--- config.mk ---
export PLATFORM = sky130hd
export DESIGN_NAME = sfifo_drain_arb
export DESIGN_NICKNAME = d
export VERILOG_FILES = /design/src/rtl/sfifoarb_pkg.sv /design/src/rtl/rr_pick.sv /design/src/rtl/sfifo_drain_arb.sv
export SDC_FILE = /design/constraint.sdc
export NUM_CORES = 1
export LEC_CHECK = 0
export CORE_ASPECT_RATIO = 0.6
export CORE_MARGIN = 10
export CORE_UTILIZATION = 30
export DETAILED_ROUTE_END_ITERATION = 12
export HOLD_SLACK_MARGIN = 0.15
export PLACE_DENSITY_LB_ADDON = 0.3
export RECOVER_POWER = 50
export SLEW_MARGIN = 40
export SYNTH_ARGS = -nofsm -noshare
export SYNTH_HDL_FRONTEND = slang
export SYNTH_SLANG_ARGS = --single-unit
--- constraint.sdc ---
create_clock -name i_clk -period 1.9 [get_ports i_clk]
set_input_delay 0.38 -clock i_clk [delete_from_list [all_inputs] [get_ports i_clk]]
set_output_delay 0.38 -clock i_clk [all_outputs]
set_load 0.02 [all_outputs]
--- src/rtl/sfifoarb_pkg.sv ---
// Shared state encoding and sizing helpers for the FIFO drain arbiter.
package sfifoarb_pkg;

    localparam logic [0:0] IDLE  = 1'b0;
    localparam logic [0:0] BURST = 1'b1;

    function automatic int clog2(input int value);
        int r;
        r = 0;
        while ((1 << r) < value) r++;
        return r;
    endfunction

    function automatic int maxburst(input int lgburst);
        return 1 << lgburst;
    endfunction

endpackage

--- src/rtl/rr_pick.sv ---
// Combinational round-robin picker: first set request at or after a start pointer, wrapping.
module rr_pick
    import sfifoarb_pkg::*;
#(
    parameter  int NREQ = 4,
    localparam int SW   = clog2(NREQ)
) (
    input  logic [NREQ-1:0] i_req,
    input  logic [SW-1:0]   i_ptr,
    output logic            o_valid,
    output logic [SW-1:0]   o_idx
);

    logic [SW-1:0] k;

    always_comb begin
        o_valid = 1'b0;
        o_idx   = '0;
        k       = '0;
        // Scan from the farthest offset down so the nearest hit overwrites the rest.
        for (int i = NREQ - 1; i >= 0; i--) begin
            k = SW'((int'(i_ptr) + i) % NREQ);
            if (i_req[k]) begin
                o_valid = 1'b1;
                o_idx   = k;
            end
        end
    end

endmodule

--- src/rtl/sfifo_drain_arb.sv ---
// Round-robin burst drain scheduler for a bank of threshold-flagged FIFOs.
// Optional starvation flush of sub-threshold tails: define SFIFOARB_FLUSH_EN.
module sfifo_drain_arb
    import sfifoarb_pkg::*;
#(
    parameter  int NREQ         = 4,
    parameter  int BW           = 8,
    parameter  int LGFLEN       = 4,
    parameter  int LGBURST      = 3,
    parameter  int FLUSH_CYCLES = 64,
    localparam int SW           = clog2(NREQ),
    localparam int FW           = LGFLEN + 1
) (
    input  logic             i_clk,
    input  logic             i_reset_n,
    input  logic [NREQ-1:0]  i_int,
    input  logic [NREQ-1:0]  i_empty,
    input  logic [NREQ*FW-1:0] i_fill,
    input  logic [NREQ*BW-1:0] i_data,
    output logic [NREQ-1:0]  o_rd,
    output logic             o_valid,
    output logic [BW-1:0]    o_data,
    output logic [SW-1:0]    o_src,
    output logic             o_last,
    input  logic             i_ready,
    output logic             o_busy
);

    localparam int RW       = LGBURST + 1;
    localparam int MAXBURST = maxburst(LGBURST);

    if (NREQ < 2 || NREQ > 16 || FLUSH_CYCLES < 1) begin : g_bad_cfg
        $error("sfifo_drain_arb: unsupported parameter set");
    end

    logic [0:0]      state_q, state_d;
    logic [SW-1:0]   sel_q, sel_d, rr_ptr_q, rr_ptr_d;
    logic [RW-1:0]   rem_q, rem_d, grant_len;
    logic [NREQ-1:0] eligible;
    logic            pick_valid;
    logic [SW-1:0]   pick_idx;
    logic            busy, beat;
    logic [FW-1:0]   fill_arr [NREQ];
    logic [BW-1:0]   data_arr [NREQ];

    for (genvar k = 0; k < NREQ; k++) begin : g_unpack
        assign fill_arr[k] = i_fill[k*FW +: FW];
        assign data_arr[k] = i_data[k*BW +: BW];
    end

    assign busy = (state_q == BURST);
    assign beat = busy && i_ready;

`ifdef SFIFOARB_FLUSH_EN
    localparam int CW = clog2(FLUSH_CYCLES + 1);
    logic [NREQ-1:0] flushed;

    for (genvar k = 0; k < NREQ; k++) begin : g_flush
        logic [CW-1:0] cnt_q;
        logic          granted;

        assign granted    = busy ? (sel_q == SW'(k)) : (pick_valid && pick_idx == SW'(k));
        assign flushed[k] = (cnt_q >= CW'(FLUSH_CYCLES));

        always_ff @(posedge i_clk or negedge i_reset_n) begin
            if (!i_reset_n) begin
                cnt_q <= '0;
            end else if (granted || i_empty[k] || i_int[k]) begin
                cnt_q <= '0;
            end else if (!flushed[k]) begin
                cnt_q <= cnt_q + 1'b1;
            end
        end
    end

    assign eligible = (i_int | flushed) & ~i_empty;
`else
    assign eligible = i_int & ~i_empty;
`endif

    rr_pick #(
        .NREQ (NREQ)
    ) u_pick (
        .i_req   (eligible),
        .i_ptr   (rr_ptr_q),
        .o_valid (pick_valid),
        .o_idx   (pick_idx)
    );

    // Full-width fill compare so deep FIFOs never alias onto a short burst.
    always_comb begin
        if (32'(fill_arr[pick_idx]) >= MAXBURST) grant_len = RW'(MAXBURST);
        else                                     grant_len = RW'(fill_arr[pick_idx]);
    end

    always_comb begin
        state_d  = state_q;
        sel_d    = sel_q;
        rem_d    = rem_q;
        rr_ptr_d = rr_ptr_q;
        if (!busy) begin
            if (pick_valid) begin
                state_d = BURST;
                sel_d   = pick_idx;
                rem_d   = grant_len;
            end
        end else if (beat) begin
            rem_d = rem_q - 1'b1;
            if (rem_q == RW'(1)) begin
                state_d  = IDLE;
                rr_ptr_d = (sel_q == SW'(NREQ - 1)) ? '0 : sel_q + 1'b1;
            end
        end
    end

    always_ff @(posedge i_clk or negedge i_reset_n) begin
        if (!i_reset_n) begin
            state_q  <= IDLE;
            sel_q    <= '0;
            rem_q    <= '0;
            rr_ptr_q <= '0;
        end else begin
            state_q  <= state_d;
            sel_q    <= sel_d;
            rem_q    <= rem_d;
            rr_ptr_q <= rr_ptr_d;
        end
    end

    assign o_busy  = busy;
    assign o_valid = busy;
    assign o_src   = sel_q;
    assign o_data  = data_arr[sel_q];
    assign o_last  = busy && (rem_q == RW'(1));

    always_comb begin
        o_rd = '0;
        if (beat) o_rd[sel_q] = 1'b1;
    end

endmodule
==> results.md, run 1 <==
## Synthesis
- 22.6% — portion of synthesized cell area occupied by the leading cell type
- dfrtp_1 — most frequently used cell type in the post-synthesis netlist
- 36 — count of unique library cells instantiated by Yosys
- 100% — proportion of register bits with asynchronous set or reset after synthesis
- 9.76 um2 — mean instance size in the synthesized netlist
- 0 — yosys synthesis warning count
- dfrtp_1 — Primary FF master, synth
- 22.6% — Seq/Total Area, Yosys
- dfrtp_1 (9), mux2i_1 (8), mux4_2 (8), nand2_1 (7) — Synth top cells by count
- 102 — Post-Synthesis Cells
- 171 — post-synthesis net count
- 0 — number of enable flip-flop cells after synthesis
- 996 um2 — summed instance area of the synthesized netlist
- 9 — number of synthesized register bits
- dfrtp_1 — cell taking the most area after synthesis
- dfrtp_1 (23%), mux4_2 (18%), mux2i_1 (8.0%), ha_1 (7.5%), mux2_2 (3.4%) — biggest area contributors in the synthesized netlist

## Drt
- 322 um — detailed-routed wire length on met3
- met4 — top routing layer in use
- 0 — # DRC
- 74 — number of DRC violations after detailed-routing iteration 0
- 4.81 mm — final wirelength
- 5.06 — vias per cell
- 0 — number of antenna-violating nets in the routed design
- 4 — number of detailed-routing iterations run before antenna repair
- 1274 — number of vias after detailed routing
- 1.84 mm — met1 wire length
- 2.59 mm — met2 routed WL
- 19.1 um — post-detailed-route wirelength per cell

## Layout
- 66.4% — final core occ
- 115% — post-synthesis to final-layout area growth
- 34.3% — share of layout cells above drive strength 1
- 277 — Final #Nets
- 252 — non-filler cells, final
- 0 — antenna cells
- 0.00214 mm2 — final cell area excluding filler cells

## Setup path
- 370 ps — largest stage delay on the critical path
- 2250 ps — arrival time at the worst endpoint
- flop to flop — critical path class
- flop — Crit. End Element
- or3b_1 -> nand2_1 -> o22a_1 -> buf_12 -> mux2i_4 -> o22ai_2 -> buf_4 -> nor4b_4 -> a221o_1 — CP cell instances
- 4 — crit-path max FO
- 2 — critical path buffer and inverter count
- simple AND/OR/NAND/NOR gates — top cell family by delay on the critical path
- dfrtp_1 — slowest stage cell, crit path
- flop — kind of launch point of the worst setup path
- 2070 ps — critical path data required time

## Placed design
- 0.848 — RD Place Congestion
- 79 — number of buffers inserted by port buffering
- -621 ps — worst slack at placement
- 3.89 mm — Detail Placement HPWL
- 0.00201 mm2 — placed cell areas
- 241 — Post-Place Cells

## Clock network
- 3 — number of buffers inserted during clock tree synthesis
- 9 — number of clock sinks
- 50 ps — post-CTS clock slew at the launch and capture registers of the worst setup and hold paths
- 2 — CTS Buffer Depth
- clkbuf_8 — Root Driver
- 1 — maximum level of the CTS H-tree
- yes — TritonCTS clock tree
- 230 ps — clock network latency to the later pin of the worst-skew pair

## Die
- 30.9% — starting utilization of the core area
- 16 — cell row count
- 0.00322 mm2 — core area
- 64.6 um — die extent in y
- 80 — # IOs
- 94.4 um — die span in x
- 0.00610 mm2 — die area

## Global route
- 0 — global route overflow
- 0 — number of antenna violations at the first check in global routing
- 7.51 mm — global-route wire length before repair
- 13 — maximum number of pins on one net before global-route repair
- 1403 — vias in the first global route
- 15.6% — All-Layer GR Usage

## Power and ir drop
- 0.000583 V — worst vdd ir
- 1100 mW/mm2 — power density relative to cell area
- 0.940 nW — Pleak
- 2.36 mW — total power draw

## STA
- 69.4% — Rel. slew slack
- -359 ps — Post-Route Setup TNS
- 2070 ps — post-layout minimum cycle time
- 0 — number of hold-slack violations in the final timing report
- 458 ps — slew at the pin with the worst max-slew slack
- 2.82 ps — Fin Clk Skew
- 4 — total setup violations reported at the end of the flow
- yes — RSZ-0062 raised after global routing
- 0 — count of final max-slew check failures
- 534 ps — worst hold slack
- 482 MHz — achievable clock frequency
- -175 ps — minimum setup slack in the final design
- 109% — final worst-path cycle share

## Outcome
- complete, but fails checks — run status
- negative setup slack — failing checks

## Flow run
- 0 — count of maximum capacitance violations

## Hold path
- input pin to async pin — Worst Hold Class

==> path summary, 6_finish.rpt <==
path | from | end | slack [ps] | cells after the start
worst max-delay path | rr_ptr_q[0] | rem_q[3] | -170 | 9
worst min-delay path | i_reset_n | rr_ptr_q[1] | 530 | 1
worst max register to register | rr_ptr_q[0] | rem_q[3] | -170 | 9
worst min register to register | rr_ptr_q[1] | rr_ptr_q[1] | 620 | 1
max in group asynchronous | i_reset_n | o_src[1] | 1050 | 1
min in group i_clk | rr_ptr_q[1] | rr_ptr_q[1] | 620 | 1
==> cell type report <==
class                      count  area [um2]
inverter                       6        22.5
fill                         252        1080
timing repair buffer         108         972
tap                           45        56.3
clock buffer                   4        45.0
sequential                     9         225
multi-input combinational     80         818
==> what timing repair did <==
item	in CTS	in global routing
pin swaps	13	2
endpoints found under the setup margin	17	11
setup buffers	6	1
resized for setup	67	14
hold endpoints to repair	0	0
hold buffers	0	0
==> flip-flops by register name, summed over array words and instances (netlist names) <==
name / count
rem_q: 4
rr_ptr_q: 2
o_busy: 1
o_src: 2
==> cells in the final DEF, fill, tap and decap left out, types with 4 or more instances in the layout <==
master,instances
nand2_1,7
dfrtp_1,9
buf_2,9
and3_1,4
mux2i_1,6
buf_4,22
clkdlybuf4s50_1,56
inv_1,6
dlygate4sd2_1,7
ha_1,6
nor2_1,5
buf_6,6
mux4_2,8
==> kinds of logic after synthesis <==
group                      Yosys count  share of synthesized area (%)
buffers and inverters               13                           6.03
xor gates and xnor gates             1                          0.880
muxes                               19                           29.5
and+or+nand+nor                     31                           17.0
adders and majority gates            6                           7.54
AOI/OAI and AO/OA                   23                           16.5
DFF                                  9                           22.6
==> routing by layer <==
metal  GRT usage, %  vias to the layer above
li1               -                      594
met1           17.9                      624
met2           28.9                       52
met3           3.56                        4
met4           2.64                        0
met5              0                        -
==> power by group <==
part	total, mW	internal (mW)	switching (mW)
Clock	0.227	0.147	0.0807
Sequential	0.379	0.286	0.0938
Combinational	1.75	0.920	0.833
Total	2.36	1.35	1.01
(Power assumes the default switching activity.)
==> run 2, diff against run 1 <==
--- a/config.mk
+++ b/config.mk
@@ -8,10 +8,12 @@
 export CORE_ASPECT_RATIO = 0.6
 export CORE_MARGIN = 10
 export CORE_UTILIZATION = 30
+export CTS_CLUSTER_SIZE = 20
 export DETAILED_ROUTE_END_ITERATION = 12
 export HOLD_SLACK_MARGIN = 0.15
 export PLACE_DENSITY_LB_ADDON = 0.3
 export RECOVER_POWER = 50
+export SETUP_SLACK_MARGIN = 0.2
 export SLEW_MARGIN = 40
 export SYNTH_ARGS = -nofsm -noshare
 export SYNTH_HDL_FRONTEND = slang
==> results.md, run 2 (same netlist as run 1, synthesis figures left out) <==
## Power and ir drop
- 2.80 mW — total power draw, +19%
- 1180 mW/mm2 — power density relative to cell area, +7.4%
- 0.982 nW — Pleak, +4.5%
- 0.000733 V — worst vdd ir, +26%

## Drt
- 21.2 um — post-detailed-route wirelength per cell, +11%
- 5.40 mm — final wirelength, +12%
- 80 — number of DRC violations after detailed-routing iteration 0, +8.1%
- 5.18 — vias per cell, +2.5%
- 1321 — number of vias after detailed routing, +3.7%
- 4 — number of detailed-routing iterations run before antenna repair, unchanged
- 0 — number of antenna-violating nets in the routed design, unchanged
- 0 — # DRC, unchanged

## STA
- 0 — count of final max-slew check failures, unchanged
- 105% — final worst-path cycle share, -4.5 points
- 0 — number of hold-slack violations in the final timing report, unchanged
- 70.5% — Rel. slew slack, +1.2 points
- 1990 ps — post-layout minimum cycle time, -84.7 ps
- yes — RSZ-0062 raised after global routing
- 1.51 ps — Fin Clk Skew, -1.31 ps
- 440 ps — slew at the pin with the worst max-slew slack, -17.8 ps
- 502 MHz — achievable clock frequency, +4.3%
- -341 ps — Post-Route Setup TNS, +18.2 ps
- 6 — total setup violations reported at the end of the flow, +2
- -90.1 ps — minimum setup slack in the final design, +84.7 ps

## Global route
- 1377 — vias in the first global route, -1.9%
- 0 — global route overflow, unchanged
- 15.7% — All-Layer GR Usage, +0.084 points
- 7.55 mm — global-route wire length before repair, +0.55%
- 0 — number of antenna violations at the first check in global routing, unchanged
- 13 — maximum number of pins on one net before global-route repair, unchanged

## Clock network
- yes — TritonCTS clock tree
- 2 — CTS Buffer Depth, unchanged
- 3 — number of buffers inserted during clock tree synthesis, unchanged
- 9 — number of clock sinks, unchanged
- 240 ps — clock network latency to the later pin of the worst-skew pair, about the same
- 1 — maximum level of the CTS H-tree, unchanged
- 50 ps — post-CTS clock slew at the launch and capture registers of the worst setup and hold paths, about the same
- clkbuf_8 — Root Driver

## Setup path
- 2010 ps — critical path data required time, -60 ps
- flop to flop — critical path class
- 2100 ps — arrival time at the worst endpoint, -150 ps
- flop — Crit. End Element
- flop — kind of launch point of the worst setup path
- 5 — crit-path max FO, +1

## Layout
- 280 — Final #Nets, +1.1%
- 138% — post-synthesis to final-layout area growth
- 45.2% — share of layout cells above drive strength 1, +11 points
- clkdlybuf4s50_1 (53), buf_4 (24), buf_6 (16) — top library cells by usage in the layout, fill and taps aside
- 0 — antenna cells, unchanged
- rem_q — register ranked first by flip-flop count
- 211 — fill count, -16%
- 73.4% — final core occ, +7.0 points
- 4 — max reg flops, unchanged
- clkdlybuf4s50_1 — leading cell type in the layout, fill and taps excluded

## Die
- 16 — cell row count, unchanged
- 94.4 um — die span in x, unchanged
- 30.9% — starting utilization of the core area, unchanged
- 64.6 um — die extent in y, unchanged
- 80 — # IOs, unchanged
- 0.00322 mm2 — core area, unchanged
- 0.00610 mm2 — die area, unchanged

## Outcome
- negative setup slack — failing checks
- complete, but fails checks — run status

## Placed design
- 0.926 — RD Place Congestion, +9.2%
- 3.76 mm — Detail Placement HPWL, -3.4%
- 79 — number of buffers inserted by port buffering, unchanged

## Flow run
- 0 — count of maximum capacitance violations, unchanged

## Hold path
- input pin to async pin — Worst Hold Class

run 2: cell types whose count changed in the layout (fill, tap and decap cells not counted), sizes merged:
| cell | change |
|---|---|
| buf | +6 |
| clkdlybuf4s50 | -3 |
| clkbuf | -2 |
| clkdlybuf4s15 | +2 |
run 2: layer usage:
metal	up-vias	global-route usage (%)	share of wire [%]
met3	10	4.14	6.3
met1	660	17.4	37
li1	602	-	-
met4	0	1.89	2.0
met5	-	0	0
met2	49	29.8	54
run 2: timing repair:
item	CTS	global route
pin swaps	13	7
setup buffers	10	4
hold buffers	0	0
setup endpoints to repair	23	16
gates resized for setup	128	17
run 2: stage by stage:
stage               cell area (um2)  hold WS, ps  std cells  setup WS (ps)
finish                         2370          523        255          -90.1
global route                   2370          556        255           -195
CTS                            2290          457        251          -63.5
detailed placement             1990          570        237           -561
global placement               1990          566        237           -512
floorplan                      1040         84.4        102           4.68
run 2: area by class of cell:
| class | count | area, um2 | area share [%] |
|---|---|---|---|
| clock buffers | 4 | 45.0 | 1.90 |
| inverters | 6 | 27.5 | 1.16 |
| multi-input cells | 80 | 918 | 38.8 |
| flip-flops and latches | 9 | 230 | 9.73 |
| well taps | 45 | 56.3 | 2.38 |
| repair buffers | 111 | 1090 | 46.0 |
run 2: critical path, stage by stage, from the launching register on:
cell and delay (ps):
dfrtp_1 380, or3b_4 390, nand2_2 60, o22a_1 170, buf_12 130, mux2i_4 280
nor2b_2 80, o211ai_1 280, nand2_1 90
run 2: worst paths after layout:
check	startpoint	end	slack, ps	depth (start not counted)
worst max-delay path	rr_ptr_q[0]	rem_q[2]	-90	8
worst min-delay path	i_reset_n	rem_q[1]	520	1
worst max register to register	rr_ptr_q[0]	rem_q[2]	-90	8
worst min register to register	rem_q[3]	rem_q[3]	600	1
max in group asynchronous	i_reset_n	o_src[0]	1040	1
min in group i_clk	rem_q[3]	rem_q[3]	600	1
run 2: report_power, final:
part	switching, mW	internal [mW]	total [mW]
clock	0.0869	0.147	0.234
combinational	0.955	1.20	2.15
sequential	0.123	0.295	0.418
==> run 3, diff against run 2 <==
--- a/config.mk
+++ b/config.mk
@@ -7,7 +7,8 @@
 export LEC_CHECK = 0
 export CORE_ASPECT_RATIO = 0.6
 export CORE_MARGIN = 10
-export CORE_UTILIZATION = 30
+export CORE_UTILIZATION = 35
+export CTS_CLUSTER_DIAMETER = 50
 export CTS_CLUSTER_SIZE = 20
 export DETAILED_ROUTE_END_ITERATION = 12
 export HOLD_SLACK_MARGIN = 0.15
==> constraint.sdc (replaced) <==
create_clock -name i_clk -period 2.3 [get_ports i_clk]
set_input_delay 0.46 -clock i_clk [delete_from_list [all_inputs] [get_ports i_clk]]
set_output_delay 0.46 -clock i_clk [all_outputs]
set_load 0.02 [all_outputs]
==> results.md, run 3 (same netlist as run 1, synthesis figures left out) <==
## Global route
- 13 — maximum number of pins on one net before global-route repair, unchanged
- 6.78 mm — global-route wire length before repair, -10%
- 0 — number of antenna violations at the first check in global routing, unchanged
- 1352 — vias in the first global route, -1.8%
- 0 — global route overflow, unchanged
- 16.7% — All-Layer GR Usage, +1.1 points

## Power and ir drop
- 0.814 mW — power spent charging and discharging nets, -30%
- 903 mW/mm2 — power density relative to cell area, -24%
- 10.5% — power share of the clock group, +2.1 points
- 1.04 mW — internal power summed over all cells, -36%
- 0.000669 V — worst vdd ir, -8.8%
- 0.891 nW — Pleak, -9.3%
- 72.2% — combinational power share, -4.5 points
- 17.3% — portion of total power attributed to sequential cells, +2.4 points
- 43.9% — switching share of total power, +2.3 points

## Setup path
- input pin to flop — critical path class
- 8 — count of cells along the worst register-to-register path, unchanged
- flop — Crit. End Element
- a221o_1 — slowest stage cell, crit path
- input pin — kind of launch point of the worst setup path
- 2430 ps — critical path data required time, +420 ps
- compound AO/OA/AOI/OAI gates — top cell family by delay on the critical path
- 2240 ps — arrival time at the worst endpoint, +140 ps
- 3 — critical path buffer and inverter count, +2
- 3 — crit-path max FO, -2
- buf_4 — most used cell, CP
- 320 ps — largest stage delay on the critical path, -70 ps
- 9 — number of stages on the worst setup path, +1
- dlygate4sd2_1 -> nand2b_1 -> o21ai_0 -> a211oi_2 -> buf_4 -> buf_4 -> o22ai_4 -> o22ai_1 -> a221o_1 — CP cell instances

## Layout
- 28.6% — share of layout cells above drive strength 1, -17 points
- clkdlybuf4s50_1 (54), buf_4 (18), dlygate4sd2_1 (12) — top library cells by usage in the layout, fill and taps aside
- 178 — fill count, -16%
- rem_q — register ranked first by flip-flop count
- 0 — antenna cells, unchanged
- 225 um2 — Sequential cell area, -2.2%
- 4 — max reg flops, unchanged
- 0.00205 mm2 — final cell area excluding filler cells, -13%
- 78.7% — final core occ, +5.3 points
- 106% — post-synthesis to final-layout area growth
- clkdlybuf4s50_1 — leading cell type in the layout, fill and taps excluded
- 269 — Final #Nets, -3.9%
- 231 — non-filler cells, final, -9.4%
- 806 um2 — area of the multi-input gates, -12%

## Drt
- 0 — number of antenna-violating nets in the routed design, unchanged
- 1241 — number of vias after detailed routing, -6.1%
- 4 — number of detailed-routing iterations run before antenna repair, unchanged
- 21.3 um — post-detailed-route wirelength per cell, +0.77%
- 5.37 — vias per cell, +3.7%
- 0 — # DRC, unchanged
- 48 — number of DRC violations after detailed-routing iteration 0, -40%
- 4.93 mm — final wirelength, -8.7%

## Placed design
- 220 — Post-Place Cells, -7.2%
- 0.910 — RD Place Congestion, -1.8%
- 0.00190 mm2 — placed cell areas, -4.6%
- -346 ps — worst slack at placement, +215 ps
- 3.88 mm — Detail Placement HPWL, +3.2%
- 79 — number of buffers inserted by port buffering, unchanged

## STA
- yes — RSZ-0062 raised after global routing
- 472 MHz — achievable clock frequency
- 545 ps — slew at the pin with the worst max-slew slack, +105 ps
- 181 ps — minimum setup slack in the final design, +271 ps
- 601 ps — worst hold slack, +77.3 ps
- 0 — number of hold-slack violations in the final timing report, unchanged
- 92.1% — final worst-path cycle share
- 0 — total setup violations reported at the end of the flow, -6
- 2120 ps — post-layout minimum cycle time
- 7.70 ps — Fin Clk Skew, +6.19 ps
- 63.7% — Rel. slew slack, -6.9 points
- 0 — count of final max-slew check failures, unchanged

## Clock network
- 1 — maximum level of the CTS H-tree, unchanged
- 2 — CTS Buffer Depth, unchanged
- clkbuf_8 — Root Driver
- yes — TritonCTS clock tree
- 240 ps — clock network latency to the later pin of the worst-skew pair, about the same
- 9 — number of clock sinks, unchanged
- 50 ps — post-CTS clock slew at the launch and capture registers of the worst setup and hold paths, about the same
- 0 — total of hold buffers inserted after clock tree synthesis, unchanged
- 3 — number of buffers inserted during clock tree synthesis, unchanged

## Hold path
- input pin to async pin — Worst Hold Class

## Die
- 61.3 um — die extent in y, -5.1%
- 88.9 um — die span in x, -5.8%
- 38.2% — starting utilization of the core area, +7.3 points
- 14 — cell row count, -2
- 80 — # IOs, unchanged
- 0.00261 mm2 — core area, -19%
- 0.00545 mm2 — die area, -11%

## Flow run
- 0 — count of maximum capacitance violations, unchanged

## Outcome
- finished clean — run status

## run 3: changes by cell type in the layout (fill, tap and decap cells not counted), sizes merged
cell | before | now
buf | 44 | 21
clkbuf | 6 | 9
dlygate4sd2 | 7 | 12
clkdlybuf4s50 | 53 | 54
dlygate4sd3 | 1 | 4
## run 3: power groups by stage
stage	Clock (mW)	Sequential, mW	Combinational (mW)
after floorplan	0	0.331	0.701
after global placement	0	0.304	1.25
after detailed placement	0	0.309	1.29
after CTS	0.197	0.309	1.30
after global routing	0.203	0.330	1.43
final	0.195	0.321	1.34
## run 3: path summary, 6_finish.rpt
path / start / to / slack [ps]
min in group i_clk: rem_q[3] / rem_q[3] / 650
min: i_reset_n / rr_ptr_q[1] / 600
max: i_empty[0] / rem_q[3] / 180
max reg2reg: rr_ptr_q[0] / rem_q[3] / 220
min reg2reg: rem_q[3] / rem_q[3] / 650
max in group asynchronous: i_reset_n / rem_q[1] / 1380
## run 3: layer usage
layer / vias to the layer above / GRT usage, % / share of wire (%) / wire length, um
met3: 9 / 5.80 / 7.1 / 351
met1: 605 / 16.9 / 37 / 1820
li1: 579 / - / - / -
met2: 48 / 32.2 / 54 / 2660
met5: - / 0 / 0 / 0
met4: 0 / 5.03 / 2.0 / 97
## run 3: repair_timing
item	CTS	global route
cloned	0	0
setup buffers	6	1
gates resized for setup	46	16
pin swaps	5	4
endpoints found under the setup margin	17	11
## run 3: worst reg2reg max path, delay by kind of cell, from the launching register on
family | cells | cell delay, ps
buffers and inverters | 2 | 300
and+or+nand+nor | 1 | 430
DFF | 1 | 420
AOI/OAI and AO/OA | 5 | 820
## run 3: through the flow
stage | power (mW) | TNS (ps)
3_5_place_dp | 1.60 | -1490
2_1_floorplan | 1.03 | 0
3_3_place_gp | 1.55 | -976
4_1_cts | 1.81 | 0
5_1_grt | 1.96 | 0
6_report | 1.86 | 0
## run 3: cell type report
class / instances / area share, %
Tap cell: 32 / 1.95
Multi-Input combinational cell: 80 / 39.2
Sequential cell: 9 / 11.0
Inverter: 6 / 1.10
Clock buffer: 4 / 2.19
Timing Repair Buffer: 100 / 44.6
